File: config.mk
export PLATFORM = sky130hd
export DESIGN_NAME = cpu_axi_bridge
export DESIGN_NICKNAME = d
export VERILOG_FILES = /design/src/rtl/cpu_axi_bridge_pkg.sv /design/src/rtl/axi_wr_engine.sv /design/src/rtl/cpu_axi_bridge.sv
export SDC_FILE = /design/constraint.sdc
export NUM_CORES = 1
export LEC_CHECK = 0
export CORE_AREA = 2 2 145 147
export CTS_CLUSTER_SIZE = 25
export DETAILED_ROUTE_END_ITERATION = 8
export DIE_AREA = 0 0 147 149
export PLACE_DENSITY = 0.75
export SLEW_MARGIN = 20
export SYNTH_ARGS = -nofsm -noshare
export SYNTH_HDL_FRONTEND = slang
export SYNTH_SLANG_ARGS = --single-unit
File: constraint.sdc
create_clock -name clk -period 4.6 [get_ports clk]
set_input_delay 0.69 -clock clk [delete_from_list [all_inputs] [get_ports clk]]
set_output_delay 0.69 -clock clk [all_outputs]
set_load 0.03 [all_outputs]
File: src/rtl/cpu_axi_bridge_pkg.sv
// Shared types and AXI constants for the sram-like to AXI3 bridge.
// Holds FSM state encodings, fixed burst fields, default IDs and the size mapping.
package cpu_axi_bridge_pkg;

   typedef enum logic [1:0] {
      RD_IDLE = 2'd0,
      RD_AR   = 2'd1,
      RD_R    = 2'd2
   } rd_state_t;

   typedef enum logic [1:0] {
      WR_IDLE = 2'd0,
      WR_REQ  = 2'd1,
      WR_B    = 2'd2
   } wr_state_t;

   localparam logic [3:0] LEN0        = 4'd0;
   localparam logic [1:0] BURST_INCR  = 2'b01;
   localparam logic [3:0] INST_ID_DEF = 4'd0;
   localparam logic [3:0] DATA_ID_DEF = 4'd1;

   // sram-like size codes (0/1/2) map directly onto AXI log2 byte counts
   function automatic logic [2:0] size_to_axi(input logic [1:0] size);
      return {1'b0, size};
   endfunction

endpackage

File: src/rtl/axi_wr_engine.sv
// Single-beat AXI3 write engine: latches one data write, drives AW and W
// independently, then waits for B and pulses done for one cycle.
module axi_wr_engine
   import cpu_axi_bridge_pkg::*;
#(
   parameter logic [3:0] ID = DATA_ID_DEF
) (
   input  logic        clk,
   input  logic        rst,
   input  logic        start,
   input  logic [31:0] addr,
   input  logic [1:0]  size,
   input  logic [3:0]  strb,
   input  logic [31:0] data,
   output logic        idle,
   output logic        done,
   output logic [3:0]  awid,
   output logic [31:0] awaddr,
   output logic [2:0]  awsize,
   output logic        awvalid,
   input  logic        awready,
   output logic [31:0] wdata,
   output logic [3:0]  wstrb,
   output logic        wvalid,
   input  logic        wready,
   input  logic        bvalid,
   output logic        bready,
   output wr_state_t   wr_state
);

   wr_state_t   state_q, state_nxt;
   logic [31:0] addr_q, data_q;
   logic [1:0]  size_q;
   logic [3:0]  strb_q;
   logic        aw_pend, w_pend, done_q;

   always_ff @(posedge clk or negedge rst) begin
      if (!rst) begin
         state_q <= WR_IDLE;
         addr_q  <= '0;
         data_q  <= '0;
         size_q  <= '0;
         strb_q  <= '0;
         aw_pend <= 1'b0;
         w_pend  <= 1'b0;
         done_q  <= 1'b0;
      end else begin
         state_q <= state_nxt;
         done_q  <= 1'b0;
         case (state_q)
            WR_IDLE: if (start) begin
               addr_q  <= addr;
               data_q  <= data;
               size_q  <= size;
               strb_q  <= strb;
               aw_pend <= 1'b1;
               w_pend  <= 1'b1;
            end
            WR_REQ: begin
               // AW and W complete independently; each valid drops after its own handshake
               if (awready) aw_pend <= 1'b0;
               if (wready)  w_pend  <= 1'b0;
            end
            WR_B: if (bvalid) done_q <= 1'b1;
            default: ;
         endcase
      end
   end

   always_comb begin
      state_nxt = state_q;
      awvalid   = 1'b0;
      wvalid    = 1'b0;
      bready    = 1'b0;
      case (state_q)
         WR_IDLE: if (start) state_nxt = WR_REQ;
         WR_REQ: begin
            awvalid = aw_pend;
            wvalid  = w_pend;
            if ((!aw_pend || awready) && (!w_pend || wready)) state_nxt = WR_B;
         end
         WR_B: begin
            bready = 1'b1;
            if (bvalid) state_nxt = WR_IDLE;
         end
         default: state_nxt = WR_IDLE;
      endcase
   end

   assign idle     = (state_q == WR_IDLE);
   assign done     = done_q;
   assign awid     = ID;
   assign awaddr   = addr_q;
   assign awsize   = size_to_axi(size_q);
   assign wdata    = data_q;
   assign wstrb    = strb_q;
   assign wr_state = state_q;

endmodule

File: src/rtl/cpu_axi_bridge.sv
// Bridges the core's inst/data sram-like ports onto one AXI3 master.
// The read FSM lives here; data writes run in a separate engine alongside it.
module cpu_axi_bridge
   import cpu_axi_bridge_pkg::*;
#(
   parameter logic [3:0] INST_ID = INST_ID_DEF,
   parameter logic [3:0] DATA_ID = DATA_ID_DEF
) (
   input  logic        clk,
   input  logic        rst,
   input  logic        inst_req,
   input  logic [1:0]  inst_size,
   input  logic [31:0] inst_addr,
   output logic        inst_addr_ok,
   output logic        inst_data_ok,
   output logic [31:0] inst_rdata,
   input  logic        data_req,
   input  logic        data_wr,
   input  logic [1:0]  data_size,
   input  logic [31:0] data_addr,
   input  logic [3:0]  data_wstrb,
   input  logic [31:0] data_wdata,
   output logic        data_addr_ok,
   output logic        data_data_ok,
   output logic [31:0] data_rdata,
   output logic [3:0]  arid,
   output logic [31:0] araddr,
   output logic [2:0]  arsize,
   output logic        arvalid,
   input  logic        arready,
   output logic [3:0]  arlen,
   output logic [1:0]  arburst,
   output logic [1:0]  arlock,
   output logic [3:0]  arcache,
   output logic [2:0]  arprot,
   input  logic [3:0]  rid,
   input  logic [31:0] rdata,
   input  logic        rvalid,
   output logic        rready,
   output logic [3:0]  awid,
   output logic [31:0] awaddr,
   output logic [2:0]  awsize,
   output logic        awvalid,
   input  logic        awready,
   output logic [3:0]  awlen,
   output logic [1:0]  awburst,
   output logic [1:0]  awlock,
   output logic [3:0]  awcache,
   output logic [2:0]  awprot,
   output logic [31:0] wdata,
   output logic [3:0]  wstrb,
   output logic        wlast,
   output logic        wvalid,
   input  logic        wready,
   input  logic        bvalid,
   output logic        bready,
   output rd_state_t   rd_state,
   output wr_state_t   wr_state
);

   rd_state_t   rd_state_q, rd_state_nxt;
   logic [31:0] rd_addr_q, inst_rdata_q, data_rdata_q;
   logic [1:0]  rd_size_q;
   logic [3:0]  rd_id_q;
   logic        rd_owner_q;
   logic        inst_ok_q, data_rd_ok_q;
   logic        wr_idle, wr_done;
   logic        rd_idle, data_rd_acc, data_wr_acc, inst_acc;
   logic        rid_unused;

   // Data reads wait for the write engine to drain so read-after-write stays ordered
   assign rd_idle     = (rd_state_q == RD_IDLE);
   assign data_rd_acc = data_req && !data_wr && rd_idle && wr_idle;
   assign data_wr_acc = data_req && data_wr && wr_idle && !(!rd_idle && rd_owner_q);
   assign inst_acc    = inst_req && rd_idle && !data_rd_acc && !data_wr_acc;

   always_ff @(posedge clk or negedge rst) begin
      if (!rst) begin
         rd_state_q   <= RD_IDLE;
         rd_addr_q    <= '0;
         rd_size_q    <= '0;
         rd_id_q      <= '0;
         rd_owner_q   <= 1'b0;
         inst_ok_q    <= 1'b0;
         data_rd_ok_q <= 1'b0;
         inst_rdata_q <= '0;
         data_rdata_q <= '0;
      end else begin
         rd_state_q   <= rd_state_nxt;
         inst_ok_q    <= 1'b0;
         data_rd_ok_q <= 1'b0;
         if (data_rd_acc) begin
            rd_addr_q  <= data_addr;
            rd_size_q  <= data_size;
            rd_id_q    <= DATA_ID;
            rd_owner_q <= 1'b1;
         end else if (inst_acc) begin
            rd_addr_q  <= inst_addr;
            rd_size_q  <= inst_size;
            rd_id_q    <= INST_ID;
            rd_owner_q <= 1'b0;
         end
         if (rd_state_q == RD_R && rvalid) begin
            if (rd_owner_q) begin
               data_rdata_q <= rdata;
               data_rd_ok_q <= 1'b1;
            end else begin
               inst_rdata_q <= rdata;
               inst_ok_q    <= 1'b1;
            end
         end
      end
   end

   always_comb begin
      rd_state_nxt = rd_state_q;
      arvalid      = 1'b0;
      rready       = 1'b0;
      case (rd_state_q)
         RD_IDLE: if (data_rd_acc || inst_acc) rd_state_nxt = RD_AR;
         RD_AR: begin
            arvalid = 1'b1;
            if (arready) rd_state_nxt = RD_R;
         end
         RD_R: begin
            rready = 1'b1;
            if (rvalid) rd_state_nxt = RD_IDLE;
         end
         default: rd_state_nxt = RD_IDLE;
      endcase
   end

   axi_wr_engine #(.ID(DATA_ID)) u_wr (
      .clk      (clk),
      .rst      (rst),
      .start    (data_wr_acc),
      .addr     (data_addr),
      .size     (data_size),
      .strb     (data_wstrb),
      .data     (data_wdata),
      .idle     (wr_idle),
      .done     (wr_done),
      .awid     (awid),
      .awaddr   (awaddr),
      .awsize   (awsize),
      .awvalid  (awvalid),
      .awready  (awready),
      .wdata    (wdata),
      .wstrb    (wstrb),
      .wvalid   (wvalid),
      .wready   (wready),
      .bvalid   (bvalid),
      .bready   (bready),
      .wr_state (wr_state)
   );

   // Ownership comes from the latched owner flag, so rid carries no information here
   assign rid_unused   = ^rid;

   assign inst_addr_ok = inst_acc;
   assign data_addr_ok = data_rd_acc || data_wr_acc;
   assign inst_data_ok = inst_ok_q;
   assign data_data_ok = data_rd_ok_q || wr_done;
   assign inst_rdata   = inst_rdata_q;
   assign data_rdata   = data_rdata_q;
   assign arid         = rd_id_q;
   assign araddr       = rd_addr_q;
   assign arsize       = size_to_axi(rd_size_q);
   assign rd_state     = rd_state_q;
   assign arlen        = LEN0;
   assign awlen        = LEN0;
   assign arburst      = BURST_INCR;
   assign awburst      = BURST_INCR;
   assign arlock       = 2'b00;
   assign awlock       = 2'b00;
   assign arcache      = 4'b0000;
   assign awcache      = 4'b0000;
   assign arprot       = 3'b000;
   assign awprot       = 3'b000;
   assign wlast        = 1'b1;

endmodule

==> flow_metrics.env <==
export IMPL_status="finished, final reports clean"
export IMPL_end_kind="output pin"
export IMPL_cp_start_kind="register"
export IMPL_drv_slew=0
export IMPL_final_antenna_net_count=0
export IMPL_port_buffers=327
export IMPL_syn2layout_area_growth_pct=52.3
export IMPL_yosysWarnings=0
export IMPL_path_clk_slew_ns=0.08
export IMPL_post_route_period_util_pct=72.9
export IMPL_routedWlPerCell_um=18.4
export IMPL_cts_sinks=178
export IMPL_cts_made_buffers=17
export IMPL_place_gp_congestion=0.789
export IMPL_worst_path_buf_inv=1
export IMPL_drive_gt1_share_pct=24.0
export IMPL_overflow=0
export IMPL_finalPower_mw=9.21
export IMPL_fmax_mhz=298
export IMPL_relSlewSlack_pct=43.0
export IMPL_nets=1033
export IMPL_grt_total_usage_pct=19.1
export IMPL_peakVddDrop_v=0.000412
export IMPL_cts_resized=0
export IMPL_max_cap_violations=0
export IMPL_rsz0062_at_grt="false"
export IMPL_critPathRequiredTime_ns=3.91
export IMPL_avgViaCountPerCell=4.86
export IMPL_antenna_cells=0
export IMPL_postCtsSetupBuffers=0
export IMPL_syn_area_per_cell_um2=13.3
export IMPL_synth_area_leaders="dfrtp_1 59%, mux2_2 20%, buf_4 4.4%"
export IMPL_vias=5695
export IMPL_globalRouteMet2Util_pct=32.7
export IMPL_cts_path_max_buffers=2
export IMPL_finalSetupViolations=0
export IMPL_synthDistinctLibCells=30
export IMPL_cp_max_fo=38
export IMPL_cpMaxStageDelayCell="clkdlybuf4s50_1"
export IMPL_dieArea_um2=21900
export IMPL_min_path_type="input port to async pin"
export IMPL_die_h_um=149
export IMPL_seq_area_um2=4450
export IMPL_ys_seq_area_share_pct=58.7
export IMPL_period_minus_slack_ns=3.35
export IMPL_arrival_ns=2.66
export IMPL_synth_cells=572
export IMPL_synth_top_area_cell="dfrtp_1"
export IMPL_p_leak_nw=4.78
export IMPL_drt_initial_drc_count=232
export IMPL_synth_top_area_share_pct=58.7
export IMPL_initial_core_util_pct=36.9
export IMPL_clock_latency_ns=0.42
export IMPL_fin_tns_setup_ns=0
export IMPL_power_per_cell_area_nw_per_um2=797
export IMPL_cpLargestDelayFamily="simple AND/OR/NAND/NOR gates"
export IMPL_antenna_found_initial=0
export IMPL_htree_levels=4
export IMPL_fin_cells=1171
export IMPL_drcViolationCount=0
export IMPL_grt_pass1_vias=5797
export IMPL_firstDrtPassIters=4
export IMPL_cp_cell_sequence="or2_2 -> nor2_1 -> nor2_1 -> clkdlybuf4s50_1"
export IMPL_place_area_um2=10900
export IMPL_multi_input_area_um2=2760
export IMPL_synth_area_um2=7590
export IMPL_crit_type="register to output pin"
export IMPL_worst_pin_slew_ns=0.855
export IMPL_grtUsageMet3_pct=7.92
export IMPL_num_rows=53
export IMPL_ys_seq_elements=178
export IMPL_core_um2=20600
export IMPL_met1_usage_pct=22.4
export IMPL_grt_first_pass_wirelength_mm=32.6
export IMPL_cp_common_cell="nor2_1"
export IMPL_clock_skew_ns=0.0138
export IMPL_clockRootBuffer="clkbuf_16"
export IMPL_hold_viol_final=0
export IMPL_finalInstanceArea_um2=11600
export IMPL_die_w_um=147
export IMPL_drt_wl_total_mm=21.5
export IMPL_fillers=1724
export IMPL_place_inst=1138
export IMPL_slowest_delay_ns=0.74
export IMPL_hold_buffers=0
export IMPL_grt_max_degree=106
export IMPL_grt_busiest_layer="met2"
export IMPL_hpwl_mm=15.2
export IMPL_io_pins=372
export IMPL_cts_tree="built"
[cell type report]
cell class / instances / share of cell area, %
Timing Repair Buffer: 336 / 29.2
Multi-Input combinational cell: 346 / 23.9
Tap cell: 275 / 2.98
Clock buffer: 17 / 3.68
Clock inverter: 15 / 1.62
Sequential cell: 178 / 38.5
Inverter: 4 / 0.130
[final timing paths]
check | slack (ns) | cells after the start | to | startpoint
min in group clk | 0.50 | 1 | u_wr.w_pend$_DFFE_PN0P_ | u_wr.w_pend$_DFFE_PN0P_
max in group asynchronous | 3.34 | 3 | data_rdata[8]$_DFFE_PN0P_ | rst
max | 1.25 | 4 | inst_addr_ok | rd_state[0]$_DFFE_PN0P_
max reg2reg | 2.03 | 4 | u_wr.wdata[4]$_DFFE_PN0P_ | rd_state[0]$_DFFE_PN0P_
min | 0.13 | 1 | u_wr.wdata[24]$_DFFE_PN0P_ | rst
min reg2reg | 0.50 | 1 | u_wr.w_pend$_DFFE_PN0P_ | u_wr.w_pend$_DFFE_PN0P_
[power breakdown]
part	total, mW	switching, mW	internal, mW	leakage, nW
Sequential	2.76	0.411	2.35	2.15
Clock	1.51	0.723	0.787	0.294
Combinational	4.94	2.77	2.17	2.34
Total	9.21	3.91	5.31	4.78
[per-stage QoR]
step                hold slack [ns]  utilization [%]  setup slack [ns]
global route                  0.116             56.2              1.11
CTS                           0.427             56.1              1.19
detailed placement            0.482             53.1              1.25
global placement              0.470             53.1              1.24
floorplan                     0.394                -              1.92
finish                        0.128             56.2              1.25
[synthesized netlist by cell type, drive strengths merged]
cell type	count
or4b	1
nand3	1
a21o	4
nand2	4
o41ai	1
or2	3
conb	2
mux2	134
nor2	2
a31oi	34
nand2b	2
nor3	34
a21oi	2
and3b	1
and4bb	1
o21ai	36
buf	59
clkbuf	23
nor2b	6
o311ai	1
and2	3
or3b	35
nand4bb	1
inv	4
dfrtp	178
[metal layers]
| metal | wire length, um | vias up |
|---|---|---|
| met5 | 0 | - |
| met4 | 306 | 0 |
| met3 | 1950 | 19 |
| met2 | 10900 | 258 |
| met1 | 8390 | 2836 |
| li1 | - | 2582 |
[cell families (layout without fill, tap and decap cells)]
family | Yosys count | after routing | synth area share (%)
flops | 178 | 178 | 58.7
mux | 134 | 134 | 19.9
simple gates | 94 | 94 | 8.36
buf+inv | 86 | 372 | 6.99
compound gates | 78 | 78 | 5.94
other cells | 2 | 40 | 0.0990
[state kept, by name (all words and copies together), names as in the netlist, 2 cells and up]
| register | cells |
|---|---|
| rd_size_q | 2 |
| rd_state | 2 |
| u_wr.wstrb | 4 |
| u_wr.size_q | 2 |
| u_wr.awaddr | 32 |
| data_rdata | 32 |
| u_wr.wdata | 32 |
| inst_rdata | 32 |
| u_wr.wr_state | 2 |
| araddr | 32 |
[cells in the final DEF (no fill, tap or decap), types with 2 or more instances in the layout]
cell,instances
clkinv_8,3
nor2_1,2
inv_1,4
clkinv_4,2
and2_1,3
a31oi_1,34
nand2_1,4
conb_1,40
inv_8,6
clkbuf_16,17
buf_4,8
dfrtp_1,178
mux2_2,134
or3b_2,34
clkdlybuf4s50_1,325
clkinvlp_4,2
nor2b_1,6
a21o_1,4
nor3_1,34
or2_2,2
nand2b_1,2
o21ai_0,36
Power figures use the tool's default switching activity.
